==> src/rtl/interp_pkg.sv <==
// Shared widths and FSM encoding for the interpolated symbol generator.
package interp_pkg;
  localparam int BASE_W  = 16;
  localparam int REG1    = 17;
  localparam int REG2    = 18;
  localparam int REG3    = 19;
  localparam int ACC_W   = 20;
  localparam int OUT_W   = 16;
  localparam int MAX_SYM = 7;
  localparam int CNT_W   = $clog2(MAX_SYM + 1);

  typedef enum logic [1:0] {
    IDLE = 2'd0,
    RUN  = 2'd1,
    DONE = 2'd2
  } state_t;
endpackage

==> src/rtl/interp_symbol_gen_if.sv <==
// Request inputs plus the valid/ready estimate stream toward the equalizer.
interface interp_symbol_gen_if;
  import interp_pkg::*;

  logic                     start;
  logic signed [BASE_W-1:0] base;
  logic signed [REG1-1:0]   reg_E;
  logic signed [REG2-1:0]   reg_2E;
  logic signed [REG3-1:0]   reg_5E;
  logic                     stride;
  logic [CNT_W-1:0]         n_sym;
  logic                     out_ready;
  logic                     out_valid;
  logic signed [OUT_W-1:0]  out_data;
  logic [CNT_W-1:0]         out_idx;
  logic                     busy;
  logic                     done;

  modport slave (
    input  start, base, reg_E, reg_2E, reg_5E, stride, n_sym, out_ready,
    output out_valid, out_data, out_idx, busy, done
  );

  modport master (
    output start, base, reg_E, reg_2E, reg_5E, stride, n_sym, out_ready,
    input  out_valid, out_data, out_idx, busy, done
  );
endinterface

==> src/rtl/interp_sat.sv <==
// Accumulator to output formatting: saturate when INTERP_SAT_EN is defined, wrap otherwise.
module interp_sat
  import interp_pkg::*;
(
  input  logic signed [ACC_W-1:0] acc_i,
  output logic signed [OUT_W-1:0] data_o
);
`ifdef INTERP_SAT_EN
  localparam logic signed [ACC_W-1:0] MAX_V = {{(ACC_W-OUT_W+1){1'b0}}, {(OUT_W-1){1'b1}}};
  localparam logic signed [ACC_W-1:0] MIN_V = {{(ACC_W-OUT_W+1){1'b1}}, {(OUT_W-1){1'b0}}};

  always_comb begin
    data_o = acc_i[OUT_W-1:0];
    if (acc_i > MAX_V)      data_o = MAX_V[OUT_W-1:0];
    else if (acc_i < MIN_V) data_o = MIN_V[OUT_W-1:0];
  end
`else
  // Upper bits are intentionally dropped in the wrapping build.
  logic unused_hi;
  assign unused_hi = ^acc_i[ACC_W-1:OUT_W];
  assign data_o    = acc_i[OUT_W-1:0];
`endif
endmodule

==> src/rtl/interp_symbol_gen.sv <==
// Per-slot linear interpolation of the channel estimate anchored at pilot symbol 5.
// Output formatting depends on INTERP_SAT_EN (see interp_sat).
module interp_symbol_gen
  import interp_pkg::*;
(
  input  logic clk,
  input  logic rst,
  interp_symbol_gen_if.slave bus
);
  state_t                  state_q;
  logic signed [ACC_W-1:0] acc_q, step_q;
  logic [CNT_W-1:0]        cnt_q, n_lat_q;
  logic                    out_valid_q, busy_q, done_q;
  logic signed [OUT_W-1:0] out_data_q;
  logic [CNT_W-1:0]        out_idx_q;

  logic signed [ACC_W-1:0] acc_init_d, step_init_d, acc_next_d, fmt_in;
  logic signed [OUT_W-1:0] data_d;
  logic                    fire, last;

  // First sample is base - 5E, so the k=5 sample lands back on the pilot.
  assign acc_init_d  = ACC_W'(bus.base) - ACC_W'(bus.reg_5E);
  assign step_init_d = bus.stride ? ACC_W'(bus.reg_2E) : ACC_W'(bus.reg_E);
  assign acc_next_d  = acc_q + step_q;
  assign fmt_in      = (state_q == IDLE) ? acc_init_d : acc_next_d;

  assign fire = out_valid_q & bus.out_ready;
  assign last = (cnt_q == n_lat_q - CNT_W'(1));

  interp_sat u_sat (
    .acc_i  (fmt_in),
    .data_o (data_d)
  );

  always_ff @(posedge clk or negedge rst) begin
    if (!rst) begin
      state_q     <= IDLE;
      acc_q       <= '0;
      step_q      <= '0;
      cnt_q       <= '0;
      n_lat_q     <= '0;
      out_valid_q <= 1'b0;
      out_data_q  <= '0;
      out_idx_q   <= '0;
      busy_q      <= 1'b0;
      done_q      <= 1'b0;
    end else begin
      unique case (state_q)
        IDLE: begin
          if (bus.start && bus.n_sym != '0) begin
            acc_q       <= acc_init_d;
            step_q      <= step_init_d;
            n_lat_q     <= bus.n_sym;
            cnt_q       <= '0;
            out_valid_q <= 1'b1;
            out_data_q  <= data_d;
            out_idx_q   <= '0;
            busy_q      <= 1'b1;
            state_q     <= RUN;
          end
        end
        RUN: begin
          if (fire) begin
            if (last) begin
              out_valid_q <= 1'b0;
              done_q      <= 1'b1;
              state_q     <= DONE;
            end else begin
              acc_q      <= acc_next_d;
              cnt_q      <= cnt_q + CNT_W'(1);
              out_data_q <= data_d;
              out_idx_q  <= cnt_q + CNT_W'(1);
            end
          end
        end
        DONE: begin
          done_q  <= 1'b0;
          busy_q  <= 1'b0;
          state_q <= IDLE;
        end
        default: state_q <= IDLE;
      endcase
    end
  end

  assign bus.out_valid = out_valid_q;
  assign bus.out_data  = out_data_q;
  assign bus.out_idx   = out_idx_q;
  assign bus.busy      = busy_q;
  assign bus.done      = done_q;
endmodule

==> src/flat_wrapper.sv <==
// flat-port wrapper written by rule: the top's interface ports become plain ports
module interp_symbol_gen_flat import interp_pkg::*;
  (clk, rst, bus_start, bus_base, bus_reg_E, bus_reg_2E, bus_reg_5E, bus_stride, bus_n_sym, bus_out_ready, bus_out_valid, bus_out_data, bus_out_idx, bus_busy, bus_done);
  interp_symbol_gen_if bus_i ();
  input  logic clk;
  input  logic rst;
  input wire logic [$bits(bus_i.start)-1:0] bus_start;
  input wire logic [$bits(bus_i.base)-1:0] bus_base;
  input wire logic [$bits(bus_i.reg_E)-1:0] bus_reg_E;
  input wire logic [$bits(bus_i.reg_2E)-1:0] bus_reg_2E;
  input wire logic [$bits(bus_i.reg_5E)-1:0] bus_reg_5E;
  input wire logic [$bits(bus_i.stride)-1:0] bus_stride;
  input wire logic [$bits(bus_i.n_sym)-1:0] bus_n_sym;
  input wire logic [$bits(bus_i.out_ready)-1:0] bus_out_ready;
  output wire logic [$bits(bus_i.out_valid)-1:0] bus_out_valid;
  output wire logic [$bits(bus_i.out_data)-1:0] bus_out_data;
  output wire logic [$bits(bus_i.out_idx)-1:0] bus_out_idx;
  output wire logic [$bits(bus_i.busy)-1:0] bus_busy;
  output wire logic [$bits(bus_i.done)-1:0] bus_done;
  assign bus_i.start = bus_start;
  assign bus_i.base = bus_base;
  assign bus_i.reg_E = bus_reg_E;
  assign bus_i.reg_2E = bus_reg_2E;
  assign bus_i.reg_5E = bus_reg_5E;
  assign bus_i.stride = bus_stride;
  assign bus_i.n_sym = bus_n_sym;
  assign bus_i.out_ready = bus_out_ready;
  assign bus_out_valid = bus_i.out_valid;
  assign bus_out_data = bus_i.out_data;
  assign bus_out_idx = bus_i.out_idx;
  assign bus_busy = bus_i.busy;
  assign bus_done = bus_i.done;
  interp_symbol_gen u_core (.clk(clk), .rst(rst), .bus(bus_i));
endmodule
==> config.mk <==
export PLATFORM = sky130hd
export DESIGN_NAME = interp_symbol_gen_flat
export DESIGN_NICKNAME = d
export VERILOG_FILES = /design/src/rtl/interp_pkg.sv /design/src/rtl/interp_symbol_gen_if.sv /design/src/rtl/interp_sat.sv /design/src/rtl/interp_symbol_gen.sv /design/src/flat_wrapper.sv
export SDC_FILE = /design/constraint.sdc
export NUM_CORES = 1
export LEC_CHECK = 0
export BUFFER_PORTS_ARGS = -buffer_cell sky130_fd_sc_hd__buf_4
export CAP_MARGIN = 10
export CORE_ASPECT_RATIO = 2
export CORE_UTILIZATION = 44
export DETAILED_ROUTE_END_ITERATION = 8
export GPL_TIMING_DRIVEN = 0
export PLACE_DENSITY = 0.74
export REMOVE_ABC_BUFFERS = 1
export SYNTH_ARGS = -nofsm -noshare
export SYNTH_HDL_FRONTEND = slang
export SYNTH_SLANG_ARGS = --single-unit
==> constraint.sdc <==
create_clock -name clk -period 2.1 [get_ports clk]
set_clock_uncertainty 0.05 [all_clocks]
set_input_delay 0.315 -clock clk [delete_from_list [all_inputs] [get_ports clk]]
set_output_delay 0.315 -clock clk [all_outputs]
set_load 0.01 [all_outputs]
==> results of run 1 <==
==> worst paths after layout <==
check	startpoint	endpoint	slack, ps	cells past startpoint
hold / removal	rst	u_core.bus.done	2	1
setup reg to reg	u_core.step_q[0]	u_core.acc_q[10]	-180	8
max in group asynchronous	rst	u_core.state_q[1]	1470	1
min in group clk	bus_n_sym[2]	u_core.n_lat_q[2]	150	3
setup / recovery	u_core.step_q[0]	u_core.acc_q[10]	-180	8
hold reg to reg	u_core.bus.out_data[0]	u_core.bus.out_data[0]	450	1
==> worst max-delay path: stages (launching register included) <==
cell	delay, ps
dfrtp_1	410
ha_4	190
fa_2	380
a21oi_2	170
o211a_1	170
o31a_1	270
xor2_1	190
nor2_1	80
a221o_1	260
==> cells in the mapped netlist (2+ instances only) <==
cell type	count	area, um^2
a21oi_1	61	305
dfrtp_1	59	1480
nor2_1	53	199
nand2_1	46	173
ha_1	32	400
o21ai_0	26	130
inv_1	22	82.6
mux2i_1	20	200
xnor2_1	18	158
nand3_1	11	55.1
o211ai_1	11	82.6
clkbuf_1	10	37.5
o21a_1	9	67.6
a211oi_1	7	52.6
buf_2	7	35.0
nand2b_1	6	37.5
o21bai_1	5	37.5
a21o_1	4	30.0
nand4_1	4	25.0
xor2_1	4	35.0
a31oi_1	3	18.8
and2_1	3	18.8
or3_1	3	18.8
a221o_1	2	20.0
and3_1	2	12.5
buf_4	2	15.0
fa_1	2	40.0
nand3b_1	2	15.0
nor3_1	2	10.0
nor3_2	2	20.0
o2111a_1	2	22.5
==> final cells by class <==
type	instances	share of cell area, %
Clock inverter	4	1.68
Inverter	22	1.46
Tap cell	102	2.26
Multi-Input combinational cell	363	47.9
Clock buffer	12	4.71
Sequential cell	59	26.1
Timing Repair Buffer	115	15.9
==> timing repair <==
action	CTS	global route
hold endpoints to repair	0	0
setup buffers	14	7
setup endpoints to repair	54	40
resized for setup	26	39
pin swaps	20	28
gates cloned	3	0
==> sequential cells by signal, summed over array words and instances, names as in the netlist <==
name,count
u_core.bus.done,1
u_core.acc_q,16
u_core.cnt_q,3
u_core.step_q,16
u_core.state_q,2
u_core.bus.out_valid,1
u_core.n_lat_q,3
u_core.bus.busy,1
u_core.bus.out_data,16
==> power groups by stage <==
| stage | Combinational, mW | Clock [mW] | Sequential (mW) |
|---|---|---|---|
| floorplan | 1.54 | 0 | 1.79 |
| global placement | 2.30 | 0 | 1.77 |
| detailed placement | 2.38 | 0 | 1.78 |
| CTS | 2.62 | 1.80 | 1.78 |
| global route | 3.12 | 1.84 | 1.84 |
| finish | 2.86 | 1.78 | 1.81 |
==> routing by layer <==
layer	wire [um]	global-route usage, %	share of wire [%]	vias to the layer above
met5	0	0	0	-
met3	412	5.19	3.5	30
met4	554	16.7	4.7	0
met2	6800	48.0	58	85
met1	4050	24.0	34	1879
li1	-	-	-	1866
==> kinds of logic after synthesis <==
group	Yosys count	synth area share [%]
AO/OA/AOI/OAI	144	22.7
XOR/XNOR	23	5.34
adder cells (fa/ha/maj)	34	10.9
buffers and inverters	41	4.20
flip-flops	59	36.5
multiplexers	20	4.94
AND/OR/NAND/NOR	139	15.5
==> stage by stage <==
stage / TNS, ps / area (um^2) / setup WS [ps]
6_report: -849 / 5660 / -180
5_1_grt: -1720 / 5660 / -218
4_1_cts: -853 / 5460 / -133
3_5_place_dp: -22400 / 4820 / -680
3_3_place_gp: -39730 / 4790 / -1380
2_1_floorplan: -7290 / 3960 / -336
==> metrics, run 1 <==
Nets 682; Core Util, Final between 60% and 70%; die extent in x 69.8 um; Post-Syn Instances 460; Async SR Flop Fraction between 90% and 100%; ys flop type dfrtp_1; Worst setup SP type flip-flop; clk root buf clkbuf_16; Final Hold Violating Endpoints 0; final setup fails 8; Final Cycle Share 109%; number of antenna violations at the first check in global routing 0; Avg Cell Area, Syn approximately 8.8 um^2; Cell Area, Synth 4050 um^2; hpwl dp 8.10 mm; H-Tree Depth 3; Area growth syn-to-layout 39.6%; Antenna Cells 0; area of the multi-input gates 2710 um^2; CP max FO 4; Starting Density a little under half; Overflow after GRT 0; CORE AREA 8950 um^2; layout cells sized above 1 33.6%; largest net degree at the start of global routing 60; pwr dens 1140 nW/um^2; Peak Freq 439 MHz; CTS clk-pin slew, worst paths about 60 ps; Internal 4.18 mW; hold_ws 1.93 ps; Crit path required time 2260 ps; RSZ-0062 raised after global routing true; Slew Viols, Final 0; dpl cells about 640; maximum VDD drop around 0.81 mV; port buffer count 93; sequential share of the synthesized area a little over a third; GRT Util Overall 25.3%; Routability Congestion 0.888; Sw Share 35.2%; yosys warns 0; Hold Path Class in2async; TritonCTS Buffers 9; Synth cell types just over 50; post-route DRC violation count 0; most common cell after layout, fill and taps aside buf_4; violated checks setup timing; Die ar. 9620 um^2; I/O Pins 100; Worst Path Arrival 2440 ps; TritonCTS clock tree done; Comb pwr share 44.3%; crit end category flip-flop; Clk network pwr share 27.6%; first-pass GRT wire length 18.7 mm; drt first pass iters 4; setup ws final -180 ps; WS Path Type reg2reg; WL final roughly 12 mm; Clock Path Buffers 2; worst-margin pin slew 772 ps; row count 49; leakage power 2.66 nW; Register Area around 1500 um^2; #FFs+latches synth 59; via count 3,860; max cap viols 0; switching power 2.27 mW; status complete, but fails checks; Post-synth EDFFs 0; commonest non-fill, non-tap cells in the layout buf_4, dfrtp_1, nor2_1, a21oi_1, nand2_1; Die Height 138 um; # hold bufs at CTS 0; fillers around 790; Seq pwr share 28.1%; Post-Layout Cell Count a little under 700; Vias per Instance between 5 and 6; Slew headroom 48.5%; post-route ant nets 0; Skew-Pair Late Insertion Delay 330 ps; total power ~6.4 mW; CTS Sinks 59; vias in the first global route about 4,000; DRT iter0 DRCs 188; post-layout min period around 2300 ps; Avg WL per Cell around 17 um
No activity file was read; power rests on OpenSTA's default activity.
==> inputs of run 2 (changes only) <==
Settings changed: GPL_TIMING_DRIVEN 0 to not set.
==> run 2 against run 1 <==
Effect of this change:
- the run ends with hold timing, setup timing left
- combinational power shrank 4%
- routed wire length shrank 0.66%
- final area is essentially flat
- sequential share of layout area is essentially flat
- sequential cell count is the same
- utilization shrank 0.056 points
- non-clock buffer count grew 38
- worst hold slack lost 15 ps
- critical path depth grew 1
- largest cell class unchanged
- highest routed layer unchanged
==> metrics, run 2 (synthesized netlist as in run 1, its figures left out) <==
layout cells sized above 1 32.8%; post-layout min period approximately 2300 ps; crit end category flip-flop; number of antenna violations at the first check in global routing 0; setup ws final -194 ps; row count 49; Area growth syn-to-layout 39.5%; total power 5.86 mW; Routability Congestion 0.903; largest net degree at the start of global routing 60; final setup fails 9; reg2reg path depth 9; leakage power roughly 2.8 nW; Final Cycle Share 109%; post-route ant nets 0; Core Util, Final 63.1%; via count just under 4,000; Clock Path Buffers 2; CTS Sinks 59; Peak Freq about 440 MHz; CTS clk-pin slew, worst paths roughly 50 ps; Slew headroom roughly half; WL final 11.7 mm; area post-placement 5170 um^2; WS Path Type reg2reg; Nets roughly 720; die extent in x approximately 70 um; Overflow after GRT 0; Worst Path Arrival 2440 ps; Worst setup SP type flip-flop; hold_ws -12.6 ps; H-Tree Depth 3; Crit path required time 2250 ps; first-pass GRT wire length 18.1 mm; commonest non-fill, non-tap cells in the layout buf_4, dfrtp_1, a21oi_1, nor2_1, nand2_1; violated checks hold timing, setup timing; DRT iter0 DRCs 181; hpwl dp just under 9 mm; vias in the first global route 3,968; worst-margin pin slew 759 ps; Final TNS setup -848 ps; Final Hold Violating Endpoints 3; TritonCTS Buffers 9; CP max FO 4; Skew-Pair Late Insertion Delay 330 ps; post-route DRC violation count 0; Die Height 138 um; port buffer count 93; Starting Density 45.2%; flop-to-flop setup slack -190 ps; TritonCTS clock tree done; GRT Util Overall 24.4%; Place WS -351 ps; Vias per Instance between 5 and 6; status complete, but fails checks; Hold Path Class in2async; drt first pass iters 4; Design Area, Final about 5700 um^2; pwr dens slightly above 1000 nW/um^2; maximum VDD drop ~0.7 mV; Slew Viols, Final 0; RSZ-0062 raised after global routing true; most common cell after layout, fill and taps aside buf_4; max cap viols 0; CORE AREA 8950 um^2; I/O Pins 100; Avg WL per Cell 16.5 um; Antenna Cells 0; Die ar. ~9600 um^2; clk root buf clkbuf_16
## run 2: repair_timing
| action | in CTS | in global routing |
|---|---|---|
| pin swaps | 15 | 7 |
| buffers inserted | 3 | 4 |
| setup endpoints to repair | 31 | 26 |
| hold buffers | 0 | 0 |
| gates cloned | 2 | 1 |
| gates resized for setup | 11 | 19 |
## run 2: worst max-delay path, cell delays in order (launching register included)
cell and delay [ps]:
dfrtp_1 400, ha_4 160, fa_2 240, a21oi_4 70
o211a_1 220, o31a_1 360, buf_4 150, o2111a_1 240
a21oi_2 140, o211ai_1 120
## run 2: area by class of cell
class                           instances  area [um^2]
Timing Repair Buffer                  153         1170
Tap cell                              102          128
Fill cell                             770         3300
Clock inverter                          3         15.0
Inverter                               22         82.6
Clock buffer                           12          246
Sequential cell                        59         1480
Multi-Input combinational cell        361         2530
## run 2: worst paths after layout
kind / from / endpoint
max: u_core.step_q[0] / u_core.acc_q[14]
min: rst / u_core.bus.busy
max reg2reg: u_core.step_q[0] / u_core.acc_q[14]
min reg2reg: u_core.bus.out_data[2] / u_core.bus.out_data[2]
max in group asynchronous: rst / u_core.bus.out_data[5]
min in group clk: bus_n_sym[2] / u_core.n_lat_q[2]
## run 2: per-stage QoR
stage	hold slack, ps	std cells
3_5_place_dp	383	687
5_1_grt	54.2	712
3_3_place_gp	376	687
6_report	-12.6	712
4_1_cts	29.8	707
2_1_floorplan	-30.6	441
## run 2: metal layers
layer,vias up,share of wire (%),track usage [%]
met2,114,59,49.0
li1,1927,-,-
met1,1906,34,22.3
met5,-,0,0
met4,0,3.9,12.6
met3,33,3.9,4.75
## run 2: power by group
group | switching (mW) | total, mW | internal [mW] | leakage, nW
Combinational | 1.35 | 2.75 | 1.39 | 1.92
Clock | 0.493 | 1.31 | 0.815 | 0.132
Sequential | 0.304 | 1.81 | 1.50 | 0.716
Total | 2.15 | 5.86 | 3.71 | 2.77
